**src/rtl/tdc_pkg.sv**
```systemverilog
// Shared definitions for the TDC calibration hit generator: FSM encodings and
// the default acknowledge timeout.
package tdc_pkg;

  typedef enum logic [2:0] {
    HG_IDLE,
    HG_PULSE,
    HG_WAIT_ACK,
    HG_GAP,
    HG_DONE
  } hg_state_t;

  localparam int TIMEOUT_DEFAULT = 64;

endpackage

```
**src/rtl/tdc_ack_timer.sv**
```systemverilog
// Loadable down-counter for the hit acknowledge timeout. Expire fires on the
// TIMEOUT-th enabled cycle after a load.
module tdc_ack_timer
  import tdc_pkg::*;
#(
  parameter int TIMEOUT = TIMEOUT_DEFAULT
) (
  input  logic clk,
  input  logic rst_n,
  input  logic load,
  input  logic en,
  output logic expire
);

  localparam int TW = $clog2(TIMEOUT + 1);

  logic [TW-1:0] cnt;

  always_ff @(posedge clk or negedge rst_n) begin
    if (!rst_n) begin
      cnt <= '0;
    end else if (load) begin
      cnt <= TW'(TIMEOUT);
    end else if (en && cnt != '0) begin
      cnt <= cnt - TW'(1);
    end
  end

  assign expire = en && (cnt == TW'(1));

endmodule

```
**src/rtl/tdc_hit_generator.sv**
```systemverilog
// Calibration hit source for the TDC stop path: programmable glitch-free hit
// bursts, each hit held off until finish returns or the ack timer expires.
module tdc_hit_generator
  import tdc_pkg::*;
#(
  parameter int CNT_W   = 16,
  parameter int PW_W    = 4,
  parameter int TIMEOUT = TIMEOUT_DEFAULT
) (
  input  logic             clk,
  input  logic             rst_n,
  input  logic             start,
  input  logic             stop,
  input  logic [CNT_W-1:0] period,
  input  logic [CNT_W-1:0] n_hits,
  input  logic [PW_W-1:0]  pulse_width,
  input  logic             finish,
  output logic             hit,
  output logic             busy,
  output logic             done,
  output logic [CNT_W-1:0] hits_sent,
  output logic             timeout_err
);

  function automatic logic [PW_W-1:0] pw_effective(input logic [PW_W-1:0] pw);
    return (pw == '0) ? PW_W'(1) : pw;
  endfunction

  // Guarantees at least two low cycles between hits.
  function automatic logic [CNT_W-1:0] eff_period_calc(input logic [CNT_W-1:0] p,
                                                       input logic [PW_W-1:0]  pwe);
    logic [CNT_W-1:0] lo;
    lo = CNT_W'(pwe) + CNT_W'(2);
    return (p > lo) ? p : lo;
  endfunction

  function automatic logic [CNT_W-1:0] sat_inc(input logic [CNT_W-1:0] x);
    return (x == '1) ? x : x + CNT_W'(1);
  endfunction

  hg_state_t        state;
  logic [CNT_W-1:0] pcnt;
  logic [CNT_W-1:0] eff_q;
  logic [CNT_W-1:0] n_q;
  logic [PW_W-1:0]  pw_q;
  logic             expire;
  logic             accept;
  logic             pulse_end;
  logic             gap_end;
  logic [CNT_W-1:0] hits_next;
  logic             last_hit;

  assign accept    = (state == HG_IDLE) && start && !stop;
  assign pulse_end = pcnt >= CNT_W'(pw_q - PW_W'(1));
  assign gap_end   = pcnt >= (eff_q - CNT_W'(1));
  assign hits_next = sat_inc(hits_sent);
  assign last_hit  = (n_q != '0) && (hits_next == n_q);

  tdc_ack_timer #(.TIMEOUT(TIMEOUT)) u_ack_timer (
    .clk    (clk),
    .rst_n  (rst_n),
    .load   (state != HG_WAIT_ACK),
    .en     (state == HG_WAIT_ACK),
    .expire (expire)
  );

  // Burst configuration is captured once per accepted start.
  always_ff @(posedge clk) begin
    if (accept) begin
      pw_q  <= pw_effective(pulse_width);
      eff_q <= eff_period_calc(period, pw_effective(pulse_width));
      n_q   <= n_hits;
    end
  end

  always_ff @(posedge clk or negedge rst_n) begin
    if (!rst_n) begin
      state       <= HG_IDLE;
      hit         <= 1'b0;
      busy        <= 1'b0;
      done        <= 1'b0;
      hits_sent   <= '0;
      timeout_err <= 1'b0;
      pcnt        <= '0;
    end else begin
      pcnt <= sat_inc(pcnt);
      done <= 1'b0;
      case (state)
        HG_IDLE: begin
          if (accept) begin
            state       <= HG_PULSE;
            hit         <= 1'b1;
            busy        <= 1'b1;
            hits_sent   <= '0;
            timeout_err <= 1'b0;
            pcnt        <= '0;
          end
        end
        HG_PULSE: begin
          if (stop) begin
            state <= HG_DONE;
            hit   <= 1'b0;
            busy  <= 1'b0;
            done  <= 1'b1;
          end else if (pulse_end) begin
            state <= HG_WAIT_ACK;
            hit   <= 1'b0;
          end
        end
        HG_WAIT_ACK: begin
          if (stop) begin
            state <= HG_DONE;
            busy  <= 1'b0;
            done  <= 1'b1;
          end else if (finish || expire) begin
            hits_sent <= hits_next;
            if (!finish) timeout_err <= 1'b1;
            if (last_hit) begin
              state <= HG_DONE;
              busy  <= 1'b0;
              done  <= 1'b1;
            end else begin
              state <= HG_GAP;
            end
          end
        end
        HG_GAP: begin
          if (stop) begin
            state <= HG_DONE;
            busy  <= 1'b0;
            done  <= 1'b1;
          end else if (gap_end) begin
            state <= HG_PULSE;
            hit   <= 1'b1;
            pcnt  <= '0;
          end
        end
        HG_DONE: begin
          state <= HG_IDLE;
        end
        default: begin
          state <= HG_IDLE;
          hit   <= 1'b0;
          busy  <= 1'b0;
        end
      endcase
    end
  end

endmodule
```
**config.mk**
```make
export PLATFORM = sky130hd
export DESIGN_NAME = tdc_hit_generator
export DESIGN_NICKNAME = d
export VERILOG_FILES = /design/src/rtl/tdc_pkg.sv /design/src/rtl/tdc_ack_timer.sv /design/src/rtl/tdc_hit_generator.sv
export SDC_FILE = /design/constraint.sdc
export NUM_CORES = 1
export LEC_CHECK = 0
export ABC_AREA = 1
export BUFFER_PORTS_ARGS = -buffer_cell sky130_fd_sc_hd__buf_2
export CORE_MARGIN = 2
export CORE_UTILIZATION = 28
export DETAILED_ROUTE_END_ITERATION = 8
export GPL_TIMING_DRIVEN = 0
export PLACE_DENSITY_LB_ADDON = 0.12
export SYNTH_ARGS = -nofsm -noshare
export SYNTH_HDL_FRONTEND = slang
export SYNTH_SLANG_ARGS = --single-unit
```
**constraint.sdc**
```tcl
create_clock -name clk -period 9.2 [get_ports clk]
set_clock_uncertainty 0.05 [all_clocks]
set_input_delay 1.84 -clock clk [delete_from_list [all_inputs] [get_ports clk]]
set_output_delay 1.84 -clock clk [all_outputs]
set_load 0.01 [all_outputs]
```
Word level (Yosys, flattened, before mapping) --
Cells that the tools add are included.
Word-level totals: memories 0, output and inout port bits 20, latch bits 0, input port bits 41, bits in writable memories 0, ROM bits 0, logic and storage cells 106, bits in registers 82
Cells by class: multiply operators 0, mux-type cells 44, shift-type cells 0, add/sub/neg operators 6, eq/ne operators 20, reduce and logical (&&, ||, !) cells 20, bitwise logic cells 2, divide/modulo/power cells 0, magnitude comparators 3
Operator list (number):
- 16-bit 2-to-1 mux | 9
- 16-bit one-hot mux with 2 select lines | 2
- 16-bit by 1-bit adder with 16-bit output (second input constant) | 2
- 16-bit == test (second input constant) | 2
- 16-bit >= comparator | 2
- 3-bit 2-to-1 mux | 8
- 1-bit 2-to-1 mux | 17
- 16-bit == test | 1
- 16-bit by 5-bit > comparator with 1-bit output | 1
- 16-bit nonzero test | 1
- 16-bit by 1-bit subtractor with 16-bit output (second input constant) | 1
- 5-bit AND reduction | 3
- 7-bit 2-to-1 mux | 2
- 2-bit != test (second input constant) | 6
- 3-bit != test (second input constant) | 4
- 3-bit one-hot mux with 4 select lines | 1
- 1-bit one-hot mux with 4 select lines | 2
- 4-bit AND reduction | 2
- 7-bit by 1-bit == test with 1-bit output (second input constant) | 1
- 7-bit nonzero test | 1
- 7-bit by 1-bit subtractor with 7-bit output (second input constant) | 1
- 3-bit by 2-bit == test with 1-bit output (second input constant) | 2
- 4-bit by 2-bit adder with 5-bit output (second input constant) | 1
- 1-bit logical AND | 5
- other kinds (14) | 18

Depth between registers and ports, before layout --
Gate-level depths: netlist of run 1.
depth after elaboration 8, mapped depth 22

By module --
A second synthesis of run 1 with hierarchy kept.
Unflattened totals: cell total of the unflattened synthesis 700, area, all modules 5565.3 sq um
Modules (own cells, without submodules):
- tdc_hit_generator | seq. area each 2057.0 sq um, times used 1, area an instance 5103.6 sq um, cells each 642
- tdc_ack_timer | seq. area each 175.2 sq um, times used 1, area an instance 461.7 sq um, cells each 58

Worst setup path before layout of run 1 --
Ideal clock, no wire load.
path kind input-to-reg, from input port stop, to register hits_sent[10], data arrival time 3.584 ns, stages on the path 8, setup time 0.126 ns, required time 9.024 ns, path buffers 1, slack 5.440 ns, cell sequence inv_1 > nand3_1 > inv_1 > nor2_1 > a21oi_2 > o21a_2 > buf_4 > o21ai_0
Between the ends: cells in the longest elaborated chain, start to end 4
Ends and longest elaborated chain:
- start: declaration | line tdc_hit_generator.sv:13 | input logic stop,
- 1-bit zero test | line tdc_hit_generator.sv:53 | assign accept = (state == HG_IDLE) && start && !stop;
- 1-bit logical AND | line tdc_hit_generator.sv:53
- net accept | line tdc_hit_generator.sv:47 | logic accept;
- 2-bit != test (no line)
- 4-bit AND reduction (no line)
- end signal: assignment | line tdc_hit_generator.sv:116 | hits_sent <= hits_next;
- end: declaration | line tdc_hit_generator.sv:21 | output logic [CNT_W-1:0] hits_sent,
The timed path passes the listed nets, and every way through them passes these cells. A chain may end at the register's enable or synchronous reset.

Worst setup path after layout of run 1 --
from register eff_q[2], to register pcnt[4]
Between the ends: cells in the longest elaborated chain, start to end 5
Ends and longest elaborated chain:
- start: declaration | line tdc_hit_generator.sv:43 | logic [CNT_W-1:0] eff_q;
- start signal: assignment | line tdc_hit_generator.sv:71 | eff_q <= eff_period_calc(period, pw_effective(pulse_width));
- 16-bit by 1-bit subtractor with 16-bit output | line tdc_hit_generator.sv:55 | assign gap_end = pcnt >= (eff_q - CNT_W'(1));
- 16-bit >= comparator | line tdc_hit_generator.sv:55
- 16-bit 2-to-1 mux | line tdc_hit_generator.sv:132 | end else if (gap_end) begin
- 16-bit 2-to-1 mux | line tdc_hit_generator.sv:128 | if (stop) begin
- 16-bit one-hot mux with 2 select lines | line tdc_hit_generator.sv:88 | case (state)
- end signal: assignment | line tdc_hit_generator.sv:86 | pcnt <= sat_inc(pcnt);
- end: declaration | line tdc_hit_generator.sv:42 | logic [CNT_W-1:0] pcnt;
No other way between the ends.

==> results of run 1 <==
-- critical path, delay by kind of cell (launching register included) --
family,cells,cell delay [ns]
xor+xnor,1,0.17
simple gates,16,2.39
buf+inv,4,0.62
fa+ha+maj,1,0.28
flops,1,0.42
-- synthesized netlist by cell type (all sizes together) --
master,instances
clkbuf,15
nand3,59
inv,101
nor3,18
nand3b,3
nor4,7
a21oi,26
a41oi,1
nand4,19
edfxtp,36
a211oi,3
xnor2,12
nor2,89
o2bb2ai,1
dfrtp,46
a311oi,1
o21bai,1
nand2b,1
ha,44
nand2,147
buf,4
a31oi,2
o22ai,4
o21ai,40
o21a,2
o211ai,4
xor2,22
-- power by group --
group	total, uW	internal, uW	switching (uW)
logic	386	137	249
clock network	322	181	141
registers	488	442	46.3
-- stage by stage --
step | hold slack, ns | util [%]
floorplan | 0.415 | -
global placement | 0.412 | 31.8
detailed placement | 0.415 | 31.8
CTS | 0.429 | 33.1
global route | 0.444 | 33.1
finish | 0.421 | 33.1
-- cell families (layout without fill, tap and decap cells) --
group	count (synthesis)	count (layout)	share of synthesized area, %
AO/OA/AOI/OAI	85	85	8.60
XOR/XNOR	34	34	5.36
adder cells (fa/ha/maj)	44	44	9.90
buffers and inverters	120	196	8.35
flip-flops	82	82	40.1
AND/OR/NAND/NOR	343	343	27.7
-- path summary, 6_finish.rpt --
check / from / to / slack, ns / cells after the start
setup / recovery: eff_q[2] / pcnt[4] / 5.15 / 22
hold / removal: busy / busy / 0.42 / 2
setup reg to reg: eff_q[2] / pcnt[4] / 5.15 / 22
hold reg to reg: busy / busy / 0.42 / 2
max in group asynchronous: rst_n / pcnt[11] / 6.77 / 1
min in group asynchronous: rst_n / hits_sent[15] / 1.63 / 1
-- metal layers --
| layer | global-route usage [%] | share of wire (%) | vias up |
|---|---|---|---|
| met1 | 16.7 | 45 | 2108 |
| li1 | - | - | 2490 |
| met3 | 2.77 | 3.5 | 17 |
| met2 | 24.3 | 50 | 93 |
| met5 | 0 | 0 | - |
| met4 | 4.36 | 2.0 | 0 |
-- placed cells by master (no fill, tap or decap), types with 2 or more instances in the layout --
cell type	instances
nand3_2	2
ha_1	44
dfrtp_1	46
o21ai_1	4
o22ai_1	4
clkinv_2	4
nor2_1	85
clkbuf_16	9
a211oi_1	3
o21ai_0	35
nor4_1	7
nand2_1	143
xor2_1	22
nand4_1	19
inv_1	98
nand3_1	57
buf_2	62
edfxtp_1	36
nand2_2	3
xnor2_1	12
nand3b_1	3
inv_2	3
nor3_1	17
a31oi_1	2
o211ai_1	4
clkbuf_1	18
a21oi_1	25
nor2_4	3
-- flip-flops by register name, summed over array words and instances, names as in the netlist --
signal,cells
u_ack_timer.cnt,7
pcnt,16
timeout_err,1
pw_q,4
n_q,16
done,1
eff_q,16
busy,1
state,3
hit,1
hits_sent,16
-- final cells by class --
class / instances / area share, %
Buffer: 19 / 1.32
Sequential cell: 82 / 34.6
Clock inverter: 4 / 0.310
Tap cell: 265 / 5.14
Multi-Input combinational cell: 506 / 44.4
Clock buffer: 12 / 3.67
Timing Repair Buffer: 60 / 4.66
Inverter: 101 / 5.88
==> metrics.md, run 1 <==
| Metric | Value |
|---|---|
| Status | `completed` |
| Layout Nets | `864` |
| Synth warnings | `0` |
| Syn_nets | `793` |
| Placed cell count | `approximately 1000` |
| Area grow syn2layout | `16.0%` |
| Clock transition at path regs | `around 0.060 ns` |
| Register area share after synthesis | `40.1%` |
| Post-CTS setup buffer count | `0` |
| RSZ-0062 raised after global routing | `false` |
| Footprint of the multi-input gates | `2860 um2` |
| Routed Antenna Nets | `0` |
| Cell area after synthesis | `5560 um2` |
| Worst-Margin Slew | `1.08 ns` |
| Initial Util | `about 29%` |
| Flops & latches, synth | `between 80 and 90` |
| Setup crit end kind | `flop` |
| Avg Cell Area, Syn | `about 7.9 um2` |
| Final hold violation count | `0` |
| F_max | `0.247 GHz` |
| Residual DRC | `0` |
| Die Ht | `145 um` |
| Post-route insts no fill | `1049` |
| Cell Area, Placed | `6190 um2` |
| Largest buffer count on any clock path | `2` |
| Setup TNS | `0 ns` |
| Rel. slew slack | `28.0%` |
| Pin count of the biggest net entering global routing | `47` |
| Critical path's slowest cell | `edfxtp_1` |
| Area of the core | `19500 um2` |
| Yosys cell types | `40` |
| Total power draw | `1200 uW` |
| CTS tree | `built` |
| Post_cts resized | `0` |
| Area leader, netlist | `dfrtp_1` |
| Crit-path cells | `nor2_1, nand2_1, nor3_1, nand3_1, nor3_1, nand2_1, nor3_1, xor2_1, inv_1, ha_1, nand2_1, inv_1, nand3_1, nor3_1, nand3_1, nand3_1, nand2_1, nand2_1, nand3_1, inv_1, buf_2, nor2_1` |
| Pre-CTS setup slack | `4.99 ns` |
| Cell Rows | `51` |
| Slowest stage delay, CP | `approximately 0.42 ns` |
| Period utilization | `around 44%` |
| Max FO, Critical Path | `10` |
| Via count | `around 4700` |
| Post-synth top area share | `between 20% and 30%` |
| Vias per cell | `4.49` |
| First-pass GRT wire length | `23.3 mm` |
| Iteration-0 DRC count of the detailed router | `254` |
| Maxcap violations | `0` |
| Chip width | `around 140 um` |
| Class of the worst hold path | `flop to flop` |
| WP data arrival | `4.22 ns` |
| Post-Route WL | `13.8 mm` |
| Grt total ovfl | `0` |
| Initial antenna violation count | `0` |
| Hpwl dp | `11.1 mm` |
| H-tree depth | `3` |
| Final slew viol count | `0` |
| Worst setup SP type | `flop` |
| CTS Buf Count | `9` |
| Max VDD drop | `a little under 0.00009 V` |
| Area contributors post-synth | `dfrtp_1 (21%), edfxtp_1 (19%), ha_1 (9.9%)` |
| Pre-antenna DRT Iters | `4` |
| Min Tclk post-route | `4.05 ns` |
| Cell area after layout | `6450 um2` |
| Finish-stage setup viols | `0` |
| Mapped Cells | `around 710` |
| Die area | `21000 um2` |
| Root Driver | `clkbuf_16` |
| Worst path required time | `between 9 and 10 ns` |
| Port Buffers | `60` |
| Clock sink count | `between 80 and 90` |
| Pleak | `0.00308 uW` |
| Register area | `roughly 2200 um2` |
| Clk Latency, worst-skew pair | `0.34 ns` |
| DR WL/cell | `approximately 13 um` |
| Filler cells | `2082` |
| Final WS setup | `a little over 5 ns` |
| Pwr/cell area | `approximately 190 nW/um2` |
| Final GP Congestion | `between 0.9 and 1` |
| Crit Path Class | `flop to flop` |
| GRT Util Overall | `13.7%` |
| Cts hold-fix bufs | `0` |
| Layout cell share with drive strength beyond 1 | `a little under an eighth` |
| Number of antenna diodes | `0` |
| Vias in the first global route | `4801` |
| IO Count | `61` |
Power figures use the tool's default switching activity.
==> run 2, diff against run 1 <==
--- a/config.mk
+++ b/config.mk
@@ -5,7 +5,7 @@
 export SDC_FILE = /design/constraint.sdc
 export NUM_CORES = 1
 export LEC_CHECK = 0
-export ABC_AREA = 1
+export ABC_AREA = 0
 export BUFFER_PORTS_ARGS = -buffer_cell sky130_fd_sc_hd__buf_2
 export CORE_MARGIN = 2
 export CORE_UTILIZATION = 28
==> constraint.sdc (replaced) <==
create_clock -name clk -period 3.4 [get_ports clk]
set_clock_uncertainty 0.05 [all_clocks]
set_input_delay 0.68 -clock clk [delete_from_list [all_inputs] [get_ports clk]]
set_output_delay 0.68 -clock clk [all_outputs]
set_load 0.01 [all_outputs]
==> metrics.md, run 2 <==
| Metric | Value |
|---|---|
| Placed cell count | `906 (was 1033)` |
| Clock transition at path regs | `0.06 ns (about the same)` |
| Die area | `20900 um2 (was 21000 um2)` |
| Root Driver | `clkbuf_16 (unchanged)` |
| Filler cells | `1987 (was 2082)` |
| CTS Buf Count | `9 (unchanged)` |
| Cell area after synthesis | `5540 um2 (was 5560 um2)` |
| Area of the core | `19500 um2 (unchanged)` |
| Clock sink count | `82 (unchanged)` |
| Most used cell, CP | `or3_4` |
| Rel. slew slack | `23.9% (was 28.0%)` |
| Post-synth EDFFs | `36 (unchanged)` |
| Slowest stage delay, CP | `0.55 ns (was 0.42 ns)` |
| Pre-antenna DRT Iters | `4 (unchanged)` |
| Hpwl dp | `11.1 mm (about the same)` |
| Critical path's slowest cell | `or4_4 (was edfxtp_1)` |
| Cell area after layout | `6940 um2 (was 6450 um2)` |
| Maxcap violations | `0 (unchanged)` |
| Crit path from | `eff_q[2] (unchanged)` |
| RSZ-0062 raised after global routing | `true (was false)` |
| DR WL/cell | `16.0 um (was 13.1 um)` |
| Avg Cell Area, Syn | `9.53 um2 (was 7.85 um2)` |
| Min Tclk post-route | `3.73 ns (was 4.05 ns)` |
| Hold_sp | `n_hits[2] (was busy)` |
| Final slew viol count | `0 (unchanged)` |
| Failing checks | `setup timing` |
| Max FO, Critical Path | `5 (was 10)` |
| Final GP Congestion | `0.789 (was 0.937)` |
| Post-synth top area share | `20.8% (was 20.7%)` |
| Cts hold-fix bufs | `0 (unchanged)` |
| IO Count | `61 (unchanged)` |
| Routed Antenna Nets | `0 (unchanged)` |
| Status | `finished, violations left (was completed)` |
| Grt total ovfl | `0 (unchanged)` |
| Top_reg_cell synth | `dfrtp_1 (unchanged)` |
| Max VDD drop | `0.000226 V (was 0.0000884 V)` |
| Mapped Cells | `581 (was 708)` |
| Area grow syn2layout | `25.5% (was 16.0%)` |
| Post-Route WL | `15.2 mm (was 13.8 mm)` |
| Yosys cell types | `68 (was 40)` |
| Clk Latency, worst-skew pair | `0.35 ns (was 0.34 ns)` |
| Number of antenna diodes | `0 (unchanged)` |
| Initial antenna violation count | `0 (unchanged)` |
| H-tree depth | `3 (unchanged)` |
| Layout Nets | `763 (was 864)` |
| Crit-path cells | `nor4_4, nand2_1, or3_4, or3_4, xor2_2, ha_4, nand4_1, or4_4, o22ai_4, o311ai_4, a21boi_2, buf_6, buf_12, clkbuf_8, nor2_1 (was nor2_1, nand2_1, nor3_1, nand3_1, nor3_1, nand2_1, nor3_1, xor2_1, inv_1, ha_1, nand2_1, inv_1, nand3_1, nor3_1, nand3_1, nand3_1, nand2_1, nand2_1, nand3_1, inv_1, buf_2, nor2_1)` |
| Initial Util | `28.4% (was 28.6%)` |
| Crit Path Class | `flop to flop (unchanged)` |
| Pleak | `0.00282 uW (was 0.00308 uW)` |
| Residual DRC | `0 (unchanged)` |
| Cell Area, Placed | `6220 um2 (was 6190 um2)` |
| Via count | `4646 (was 4708)` |
| Worst path required time | `3.59 ns (was 9.37 ns)` |
| R2r setup slk | `-0.33 ns (was 5.15 ns)` |
| Die Ht | `145 um (about the same)` |
| Synth warnings | `0 (unchanged)` |
| WP data arrival | `3.92 ns (was 4.22 ns)` |
| Final hold violation count | `0 (unchanged)` |
| Vias per cell | `4.90 (was 4.49)` |
| Iteration-0 DRC count of the detailed router | `214 (was 254)` |
| Setup crit end kind | `flop (unchanged)` |
| Most common cell after layout, fill and taps aside | `buf_2 (was nand2_1)` |
| Fin util | `35.7% (was 33.1%)` |
| Port Buffers | `60 (unchanged)` |
| Cell with the most instances after synthesis | `nor2_1 (was nand2_1)` |
| Worst-Margin Slew | `1.14 ns (was 1.08 ns)` |
| Pin count of the biggest net entering global routing | `47 (unchanged)` |
| Register area share after synthesis | `40.3% (was 40.1%)` |
| Most frequent cells in the layout | `buf_2 (64), nor2_1 (49), dfrtp_1 (46) (was nand2_1 (143), inv_1 (98), nor2_1 (85))` |
| Final WS setup | `-0.329 ns (was 5.15 ns)` |
| Pwr/cell area | `509 nW/um2 (was 186 nW/um2)` |
| Area contributors post-synth | `dfrtp_1 (21%), edfxtp_1 (20%), ha_1 (9.9%) (was dfrtp_1 (21%), edfxtp_1 (19%), ha_1 (9.9%))` |
| Finish-stage setup viols | `18 (was 0)` |
| Top cells by count, synth | `nor2_1 (57), dfrtp_1 (46), ha_1 (44), nand2_1 (44), xnor2_1 (38) (was nand2_1 (143), inv_1 (99), nor2_1 (85))` |
| F_max | `0.268 GHz (was 0.247 GHz)` |
| Period utilization | `110% (was 44.0%)` |
| Flops & latches, synth | `82 (unchanged)` |
| Cell Rows | `51 (unchanged)` |
| Reg2Reg Launch Point | `eff_q[2] (unchanged)` |
| Hold_ws | `0.449 ns (was 0.421 ns)` |
| First-pass GRT wire length | `24.0 mm (was 23.3 mm)` |
| GRT Util Overall | `14.9% (was 13.7%)` |
| Chip width | `145 um (about the same)` |
| Area leader, netlist | `dfrtp_1 (unchanged)` |
| Layout cell share with drive strength beyond 1 | `23.7% (was 12.0%)` |
| Syn_nets | `666 (was 793)` |
| Largest buffer count on any clock path | `2 (unchanged)` |
| Setup TNS | `-5.57 ns (was 0 ns)` |
| Worst setup SP type | `flop (unchanged)` |
| Vias in the first global route | `4548 (was 4801)` |
| Class of the worst hold path | `input port to flop (was flop to flop)` |
| Post-route insts no fill | `948 (was 1049)` |
| CTS tree | `built (unchanged)` |
| Ys async rst share | `56.1% (unchanged)` |
## run 2: cell types whose count changed in the layout (fill, tap and decap cells not counted), moves of 7 or more
cell and delta:
nor2b_1 +10, nand3_1 -37, nand2_1 -99, clkbuf_1 +9, mux2i_1 +7, buf_4 +21, nor2_1 -36, inv_1 -77
xnor2_1 +24
## run 2: final cells by class
cell class,instances,area (um2),area share (%)
Inverter,21,78.8,1.14
Sequential cell,82,2230,32.1
Clock buffer,11,233,3.35
Clock inverter,5,31.3,0.450
Buffer,34,163,2.34
Multi-Input combinational cell,445,3350,48.2
Tap cell,265,332,4.77
Timing Repair Buffer,85,526,7.57
## run 2: metrics by stage
| step | setup WS [ns] | power, uW |
|---|---|---|
| 6_report | -0.329 | 3530 |
| 5_1_grt | -0.538 | 3790 |
| 4_1_cts | -0.405 | 3500 |
| 3_5_place_dp | -0.806 | 2470 |
| 3_3_place_gp | -0.777 | 2440 |
| 2_1_floorplan | -0.214 | 2140 |
## run 2: final timing paths
path                       depth (start not counted)                  to
min in group asynchronous                          1  u_ack_timer.cnt[3]
max in group asynchronous                          1       hits_sent[12]
setup reg to reg                                  15            pcnt[10]
setup / recovery                                  15            pcnt[10]
hold reg to reg                                    2         timeout_err
hold / removal                                     1              n_q[2]
## run 2: cells by family (layout without fill, tap and decap cells)
family,count (synthesis),after routing,share of synthesized area [%]
adders and majority gates,44,44,9.95
and+or+nand+nor,224,225,22.1
AOI/OAI and AO/OA,112,112,13.1
DFF,82,82,40.3
xor gates and xnor gates,55,55,8.70
muxes,9,9,1.67
buffers and inverters,55,156,4.16
## run 2: where the power goes
group	switching (uW)	internal [uW]	total [uW]
sequential	172	1210	1390
clock	421	493	914
combinational	694	539	1230
## run 2: routing by layer
layer | share of wire (%) | wire length, um | vias to the layer above | global-route usage, %
li1 | - | - | 2319 | -
met3 | 4.1 | 619 | 16 | 3.58
met2 | 48 | 7250 | 89 | 24.7
met1 | 47 | 7160 | 2222 | 19.4
met5 | 0 | 0 | - | 0
met4 | 1.2 | 176 | 0 | 4.04
## run 2: critical path: cells and delay by family, from the launching register on
| kind | cells | cell delay (ns) |
|---|---|---|
| simple gates | 7 | 1.87 |
| fa+ha+maj | 1 | 0.29 |
| buf+inv | 3 | 0.37 |
| compound gates | 3 | 0.44 |
| flops | 1 | 0.42 |
| xor+xnor | 1 | 0.17 |
## run 2: repair_timing
item,CTS,global route
pin swaps,8,12
gates resized for setup,28,21
setup endpoints to repair,22,27
buffers inserted,11,14
gates cloned,1,1
